<file path="src/rtl/id_stage_reg_pkg.sv">
// id_stage_reg_pkg: ALU command encodings and the control bundle shared by the decoder and the ID/EX register.
package id_stage_reg_pkg;
    localparam int EXE_CMD_W = 4;
    localparam logic [EXE_CMD_W-1:0] EXE_NOP = 4'b0000;
    localparam logic [EXE_CMD_W-1:0] EXE_MOV = 4'b0001;
    localparam logic [EXE_CMD_W-1:0] EXE_ADD = 4'b0010;
    localparam logic [EXE_CMD_W-1:0] EXE_ADC = 4'b0011;
    localparam logic [EXE_CMD_W-1:0] EXE_SUB = 4'b0100;
    localparam logic [EXE_CMD_W-1:0] EXE_SBC = 4'b0101;
    localparam logic [EXE_CMD_W-1:0] EXE_AND = 4'b0110;
    localparam logic [EXE_CMD_W-1:0] EXE_ORR = 4'b0111;
    localparam logic [EXE_CMD_W-1:0] EXE_EOR = 4'b1000;
    localparam logic [EXE_CMD_W-1:0] EXE_MVN = 4'b1001;

    typedef struct packed {
        logic                 wb_en;
        logic                 mem_r_en;
        logic                 mem_w_en;
        logic                 b;
        logic                 s;
        logic [EXE_CMD_W-1:0] exe_cmd;
    } ctrl_t;
endpackage

</file>
<file path="src/rtl/id_stage_reg_sat_counter.sv">
// sat_counter: synchronous-clear counter that holds on request and saturates at all-ones.
module sat_counter #(
    parameter int CNT_W = 16
) (
    input  logic             clk,
    input  logic             clr,
    input  logic             hold,
    input  logic             inc,
    output logic [CNT_W-1:0] cnt
);
    localparam logic [CNT_W-1:0] ONE = 1;
    logic [CNT_W-1:0] r_cnt;
    always_ff @(posedge clk) begin
        if (clr)
            r_cnt <= '0;
        else if (!hold && inc && r_cnt != '1)
            r_cnt <= r_cnt + ONE;
    end
    assign cnt = r_cnt;
endmodule

</file>
<file path="src/rtl/id_stage_reg.sv">
// id_stage_reg: ID->EX pipeline register; condition-failed instructions become bubbles with data kept,
// supports freeze and flush, and counts squashed instructions.
module id_stage_reg
    import id_stage_reg_pkg::*;
#(
    parameter int DATA_W     = 32,
    parameter int REG_ADDR_W = 4,
    parameter int CNT_W      = 16
) (
    input  logic                  clk,
    input  logic                  rst,
    input  logic                  flush,
    input  logic                  freeze,
    input  logic                  cond_ok,
    input  logic                  id_valid,
    input  logic                  wb_en_in,
    input  logic                  mem_r_en_in,
    input  logic                  mem_w_en_in,
    input  logic                  b_in,
    input  logic                  s_in,
    input  logic [EXE_CMD_W-1:0]  exe_cmd_in,
    input  logic [DATA_W-1:0]     pc_in,
    input  logic [DATA_W-1:0]     val_rn_in,
    input  logic [DATA_W-1:0]     val_rm_in,
    input  logic                  imm_in,
    input  logic [11:0]           shift_op_in,
    input  logic [23:0]           simm24_in,
    input  logic [REG_ADDR_W-1:0] dest_in,
    input  logic [REG_ADDR_W-1:0] src1_in,
    input  logic [REG_ADDR_W-1:0] src2_in,
    input  logic                  carry_in,
    output logic                  wb_en_out,
    output logic                  mem_r_en_out,
    output logic                  mem_w_en_out,
    output logic                  b_out,
    output logic                  s_out,
    output logic [EXE_CMD_W-1:0]  exe_cmd_out,
    output logic [DATA_W-1:0]     pc_out,
    output logic [DATA_W-1:0]     val_rn_out,
    output logic [DATA_W-1:0]     val_rm_out,
    output logic                  imm_out,
    output logic [11:0]           shift_op_out,
    output logic [23:0]           simm24_out,
    output logic [REG_ADDR_W-1:0] dest_out,
    output logic [REG_ADDR_W-1:0] src1_out,
    output logic [REG_ADDR_W-1:0] src2_out,
    output logic                  carry_out,
    output logic                  ex_valid,
    output logic [CNT_W-1:0]      squash_cnt
);
    typedef struct packed {
        logic [DATA_W-1:0]     pc;
        logic [DATA_W-1:0]     val_rn;
        logic [DATA_W-1:0]     val_rm;
        logic                  imm;
        logic [11:0]           shift_op;
        logic [23:0]           simm24;
        logic [REG_ADDR_W-1:0] dest;
        logic [REG_ADDR_W-1:0] src1;
        logic [REG_ADDR_W-1:0] src2;
        logic                  carry;
    } data_t;

    ctrl_t r_ctrl;
    data_t r_data;
    logic  r_ex_valid;
    ctrl_t w_ctrl_in;
    data_t w_data_in;
    logic  w_live;

    assign w_live    = id_valid & cond_ok;
    assign w_ctrl_in = '{wb_en: wb_en_in, mem_r_en: mem_r_en_in, mem_w_en: mem_w_en_in,
                         b: b_in, s: s_in, exe_cmd: exe_cmd_in};
    assign w_data_in = '{pc: pc_in, val_rn: val_rn_in, val_rm: val_rm_in, imm: imm_in,
                         shift_op: shift_op_in, simm24: simm24_in, dest: dest_in,
                         src1: src1_in, src2: src2_in, carry: carry_in};

    // Flush zeroes data too; a condition-failed load keeps data for debug visibility.
    always_ff @(posedge clk) begin
        if (rst || flush) begin
            r_ctrl     <= '0;
            r_data     <= '0;
            r_ex_valid <= 1'b0;
        end else if (!freeze) begin
            r_ctrl     <= w_live ? w_ctrl_in : '0;
            r_data     <= w_data_in;
            r_ex_valid <= w_live;
        end
    end

    sat_counter #(.CNT_W(CNT_W)) u_squash (
        .clk  (clk),
        .clr  (rst),
        .hold (flush | freeze),
        .inc  (id_valid & ~cond_ok),
        .cnt  (squash_cnt)
    );

    assign wb_en_out    = r_ctrl.wb_en;
    assign mem_r_en_out = r_ctrl.mem_r_en;
    assign mem_w_en_out = r_ctrl.mem_w_en;
    assign b_out        = r_ctrl.b;
    assign s_out        = r_ctrl.s;
    assign exe_cmd_out  = r_ctrl.exe_cmd;
    assign pc_out       = r_data.pc;
    assign val_rn_out   = r_data.val_rn;
    assign val_rm_out   = r_data.val_rm;
    assign imm_out      = r_data.imm;
    assign shift_op_out = r_data.shift_op;
    assign simm24_out   = r_data.simm24;
    assign dest_out     = r_data.dest;
    assign src1_out     = r_data.src1;
    assign src2_out     = r_data.src2;
    assign carry_out    = r_data.carry;
    assign ex_valid     = r_ex_valid;
endmodule

</file>
<file path="config.mk">
export PLATFORM = sky130hd
export DESIGN_NAME = id_stage_reg
export DESIGN_NICKNAME = d
export VERILOG_FILES = /design/src/rtl/id_stage_reg_pkg.sv /design/src/rtl/id_stage_reg_sat_counter.sv /design/src/rtl/id_stage_reg.sv
export SDC_FILE = /design/constraint.sdc
export NUM_CORES = 1
export LEC_CHECK = 0
export CAP_MARGIN = 40
export CELL_PAD_IN_SITES_DETAIL_PLACEMENT = 0
export CELL_PAD_IN_SITES_GLOBAL_PLACEMENT = 2
export CORE_ASPECT_RATIO = 1.1
export CORE_UTILIZATION = 22
export CTS_CLUSTER_SIZE = 40
export DETAILED_ROUTE_END_ITERATION = 8
export HOLD_SLACK_MARGIN = 0.05
export PLACE_DENSITY_LB_ADDON = 0.1
export SLEW_MARGIN = 40
export SYNTH_ARGS = -nofsm -noshare
export SYNTH_HDL_FRONTEND = slang
export SYNTH_SLANG_ARGS = --single-unit
</file>
<file path="constraint.sdc">
create_clock -name clk -period 2.9 [get_ports clk]
set_input_delay 0.29 -clock clk [delete_from_list [all_inputs] [get_ports clk]]
set_output_delay 0.29 -clock clk [all_outputs]
set_load 0.05 [all_outputs]
</file>
==> summary.txt <==
Post-CTS Setup Repair Bufs = 0
Cells after DPL = 1270
Vias per cell = 4.18
I/O pins = 333
Area delta synth->final = 69.9%
1st-pass router iterations = 4
Launch point of the worst reg-to-reg path = u_squash.cnt[2]
Die Width = 162 um
CTS tree = done
Vias in the first global route = 5569
Seq/Total Area, Yosys = 55.4%
Syn. warnings = 0
Max-cap violations = 0
Seq cells post-synth = 172
Setup crit start = cond_ok
Unique masters post-synth = 37
CTS root buf = clkbuf_16
Starting DRC count in detailed routing = 181
Fmax = 432 MHz
Clk_skew = 0.00846 ns
Die area = 0.0289 mm2
Startpoint Class = input pin
Placer Congestion = 0.777
H-Tree Depth = 4
Syn Inst Count = 606
Final setup TNS = 0 ns
Max clock buf depth = 2
Total grt overflow = 0
Worst slack at placement = 0.145 ns
Drt drc = 0
Arrival time worst endpoint = 2.64 ns
Lkg Pwr = 4.16 nW
Worst-path maximum fanout = 8
Data required time of the worst path = 3.22 ns
# resized after CTS = 0
Final std cells w/o fill = 1302
Slew headroom = 61.6%
Routed Antenna Nets = 0
R2R setup slack = 0.83 ns
CP max-delay cell = or4_1
Status = completed
Total number of vias = 5441
Row cnt = 64
Commonest non-fill, non-tap cell in the layout = clkdlybuf4s50_1
Final min period = 2.32 ns
WS Path Type = input pin to flop
Clk Latency, worst-skew pair = 0.43 ns
Register area = 0.00344 mm2
Area of the multi-input gates = 0.00261 mm2
Clock sink count = 172
Largest net degree at the start of global routing = 76
Core Region = 0.0278 mm2
Number of diodes = 0
Slew Viols, Final = 0
Port Buffers = 332
Detail Placement HPWL = 14800 um
Final WL = 20000 um
Crit. End Element = flop
Period utilization = 79.9%
Most frequent cells in the layout = clkdlybuf4s50_1, dfxtp_1, nor2_1
Die H = 178 um
Final Hold Violating Endpoints = 0
Crit-path cells = clkdlybuf4s50_1 -> or4b_1 -> or4_1 -> nor4_1 -> mux2_2
Worst reg2reg path depth = 4
Hold crit path type = input pin to flop
Initial antenna violation count = 0
Crit path to = u_squash.cnt[15]
Worst-Margin Slew = 0.574 ns
First-pass GRT wire length = 30100 um
Syn_area_per_cell = 10.3 um2
PnR worst setup slack = 0.583 ns
Maximum vdd drop = 0.000253 V
CTS buffer count = 17
Syn_nets = 768
Final #Nets = 1088
Clk slew on worst S/H paths = 0.07 ns
Synth Cell Area = 0.00622 mm2
Share of post-route cells with drive strength above 1 = 4.90%
Starting Density = 22.4%
Setup Viol. Count Final = 0
Hold_buf cts = 0
PD cells = 529 mW/mm2
WL/cell = 15.3 um
Gr usage total = 13.7%
Worst path max stage delay = 0.67 ns
RR Endpoint = u_squash.cnt[15]
Final core utilization = 38.0%
Unrepaired setup endpoints after global routing = no
Fillers = 2732
## cells by family (layout without fill, tap and decap cells)
logic type / after synthesis / in the layout / share of synthesized area (%)
AND/OR/NAND/NOR: 209 / 209 / 14.5
AO/OA/AOI/OAI: 32 / 32 / 3.28
multiplexers: 148 / 148 / 23.9
buffers and inverters: 43 / 376 / 2.64
XOR/XNOR: 1 / 1 / 0.141
flip-flops: 172 / 172 / 55.4
adder cells (fa/ha/maj): 1 / 1 / 0.201
## per-layer routing
metal	track usage [%]	vias up	routed length, um
li1	-	2704	-
met1	14.3	2522	7730
met2	24.4	204	10000
met4	4.48	0	202
met3	6.02	11	1980
met5	0	-	0
## critical path, delay by kind of cell
family	cells	cell delay (ns)
buf+inv	1	0.44
mux	1	0.37
simple gates	3	1.53
## stage by stage
step / total power [mW] / hold WS, ns / cell area [um2]
6_report: 5.58 / 0.262 / 10600
5_1_grt: 5.85 / 0.252 / 10600
4_1_cts: 5.70 / 0.242 / 10600
3_5_place_dp: 3.40 / 0.485 / 9990
3_3_place_gp: 3.39 / 0.474 / 9960
2_1_floorplan: 2.98 / 0.434 / 6220
## worst min path at each step
stage                               from              to  slack, ns  cells after the start
after floorplan                 carry_in       carry_out       0.43                      2
after global placement    val_rn_out[31]  val_rn_out[31]       0.47                      2
after detailed placement   simm24_out[3]   simm24_out[3]       0.48                      2
after CTS                         freeze  val_rn_out[31]       0.24                      3
after global routing              freeze  val_rn_out[31]       0.25                      3
final                             freeze  val_rn_out[31]       0.26                      3
## report_power, final
part	internal, mW	switching [mW]
logic	0.418	0.456
registers	2.43	0.0353
clock network	1.23	1.02
total	4.08	1.51
## flip-flops by register name, indices dropped and copies added, names as in the netlist
name and count:
b_out 1, pc_out 32, ex_valid 1, carry_out 1, src1_out 4, src2_out 4
dest_out 4, exe_cmd_out 4, imm_out 1, val_rm_out 32, shift_op_out 12, u_squash.cnt 16
mem_w_en_out 1, wb_en_out 1, s_out 1, val_rn_out 32, simm24_out 24, mem_r_en_out 1
## synthesized netlist by cell type
master	number	area [um2]
dfxtp_1	172	3440
nor2_1	164	616
mux2i_1	147	1470
clkbuf_1	27	101
buf_1	12	45.0
a21oi_1	10	50.1
a22oi_1	9	67.6
o21ai_0	6	30.0
nand2_1	5	18.8
nand4_1	5	31.3
or3_1	5	31.3
or4_1	5	37.5
nand3_1	4	20.0
nand2b_1	3	18.8
nor3_1	3	15.0
nor4_1	3	18.8
o31ai_1	3	22.5
and3_1	2	12.5
inv_1	2	7.51
nor4b_1	2	17.5
a41oi_1	1	8.76
and3b_1	1	8.76
and4_1	1	8.76
buf_2	1	5.00
clkbuf_2	1	5.00
ha_1	1	12.5
mux2_2	1	11.3
nor2b_1	1	6.26
nor3b_1	1	7.51
o2111ai_1	1	8.76
o21bai_1	1	7.51
o41ai_1	1	8.76
or2_1	1	6.26
or2_2	1	6.26
or4b_1	1	10.0
or4b_2	1	10.0
xnor2_1	1	8.76
## layout make-up
class / count / share of cell area (%)
Clock inverter: 13 / 1.23
Sequential cell: 172 / 32.6
Timing Repair Buffer: 342 / 32.9
Inverter: 2 / 0.0711
Tap cell: 363 / 4.30
Clock buffer: 19 / 4.19
Multi-Input combinational cell: 391 / 24.7
No activity file was read; power rests on OpenSTA's default activity.
==> variant (same flow settings) <==
Set the parameter `DATA_W` to 64 (it was 32).
--- a/src/rtl/id_stage_reg.sv
+++ b/src/rtl/id_stage_reg.sv
@@ -3,7 +3,7 @@
 module id_stage_reg
     import id_stage_reg_pkg::*;
 #(
-    parameter int DATA_W     = 32,
+    parameter int DATA_W     = 64,
     parameter int REG_ADDR_W = 4,
     parameter int CNT_W      = 16
 ) (
Interface: changed (6 resized); port bits go from 333 to 525. No check against the original RTL was run, so the function may have changed too.
==> variant against the original RTL <==
- non-clock buffer count is 197 higher
- area after synthesis increased by 53%
- fmax up 4.9%
- critical path type is now reg2out
- synthesized cell count grew 51%
- setup slack gained 110 ps
- highest routed layer is now met5
- design area is 58% higher
- routed wire length up 82%
- global-route usage up 2.2 points
- cell count increased by 55%
- sequential cell count up 96
- power up 72%
==> variant: results (changes against the original RTL) <==
stage	metric	value	unit	change
logic_synthesis	synth.distinct_cells	35		-5.4%
global_routing	grt_pass1_vias	8040		+44%
pwr	combPwrFrac	0.148		-0.009
critical_path	critPathMaxStageDelay	930	ps	+260 ps
sta	finalCriticalPeriod	2210	ps	-109 ps
global_routing	grt_max_degree	115		+51%
outcome	status	finished, final reports clean		
finish	multi_input_gates	583		+49%
pwr	switching_share	0.258		-0.0117
finish	register_area	5370	um^2	+56%
logic_synthesis	synth_top_cells_by_area	dfxtp_1 56%, mux2i_1 26%, nor2_1 10%		
logic_synthesis	netlist_instances	915		+51%
cts	clk_path_buf_depth	3		+1
placement	gp_congestion	0.744		-4.3%
pwr	clk-power	4.33	mW	+93%
placement	hpwlAfterDp	26500	um	+80%
routing	drt-total-wl	36200	um	+82%
critical_path	cp_slowest_cell	clkdlybuf4s50_1		
routing	wl_met2	17800	um	+77%
placement	pre_cts_ws	220	ps	+75.1 ps
critical_path	cp_max_fo	7		-1
routing	wl_met3	3610	um	+82%
global_routing	grt_pass1_wl	52700	um	+75%
finish	diodes	2		+2
placement	port_buffers	524		+58%
critical_path	crit_family	buffers and inverters		
logic_synthesis	ys_seq_area_frac	0.563		+0.00856
finish	fill_cells	4247		+55%
finish	drive_above_1_share	0.0523		+0.00328
finish	multi_input_area_share	0.236		-0.0112
routing	first_iter_violations	223		+23%
routing	via_count	8195		+51%
cts	htree_num_levels	2		-2
placement	dpl.cell_count	1958		+54%
pwr	irDropWorstVdd	0.360	mV	+42%
cts	worstSkewPairLatency	530	ps	+100 ps
critical_path	worstPathArrival	1920	ps	-720 ps
logic_synthesis	synth_nets	1173		+53%
global_routing	track_usage	0.159		+0.0217
logic_synthesis	synth_commonest_cells	268 x dfxtp_1, 260 x nor2_1, 243 x mux2i_1		
pwr	leakagePower	6.68	nW	+60%
cts	cts_buffers	35		+18
global_routing	use_met3	0.0713		+0.0111
sta	slew_headroom	0.576		-0.0401
routing	vias_per_cell	4.05		-3.1%
global_routing	met2_usage	0.273		+0.0290
global_routing	grtUsageMet1	0.172		+0.0298
variant: path summary, 6_finish.rpt:
check                     end       startpoint  slack [ps]  cells after the start
min reg2reg    val_rm_out[61]   val_rm_out[61]         490                      2
min            val_rn_out[61]           freeze         180                      3
max reg2reg  u_squash.cnt[15]  u_squash.cnt[3]         880                      4
max             squash_cnt[3]  u_squash.cnt[3]         690                      1
variant: worst min-delay path: stages:
cell and delay (ps):
buf_8 160, mux2i_1 140, nor2_1 70
variant: kinds of logic (layout without fill, tap and decap cells):
family                     after synthesis  count (layout)  synth area share
DFF                                    268             268             0.563
AOI/OAI and AO/OA                       32              32            0.0214
muxes                                  244             244             0.256
and+or+nand+nor                        305             305             0.132
buffers and inverters                   64             603            0.0255
xor gates and xnor gates                 1               1          0.000918
adders and majority gates                1               1           0.00131
other                                    0               2                 0
variant: per-stage QoR:
step	total power, mW	instance area (um^2)
after floorplan	4.68	9540
after global placement	5.36	15400
after detailed placement	5.37	15500
after CTS	9.82	16600
after global routing	10.0	16700
final	9.61	16700
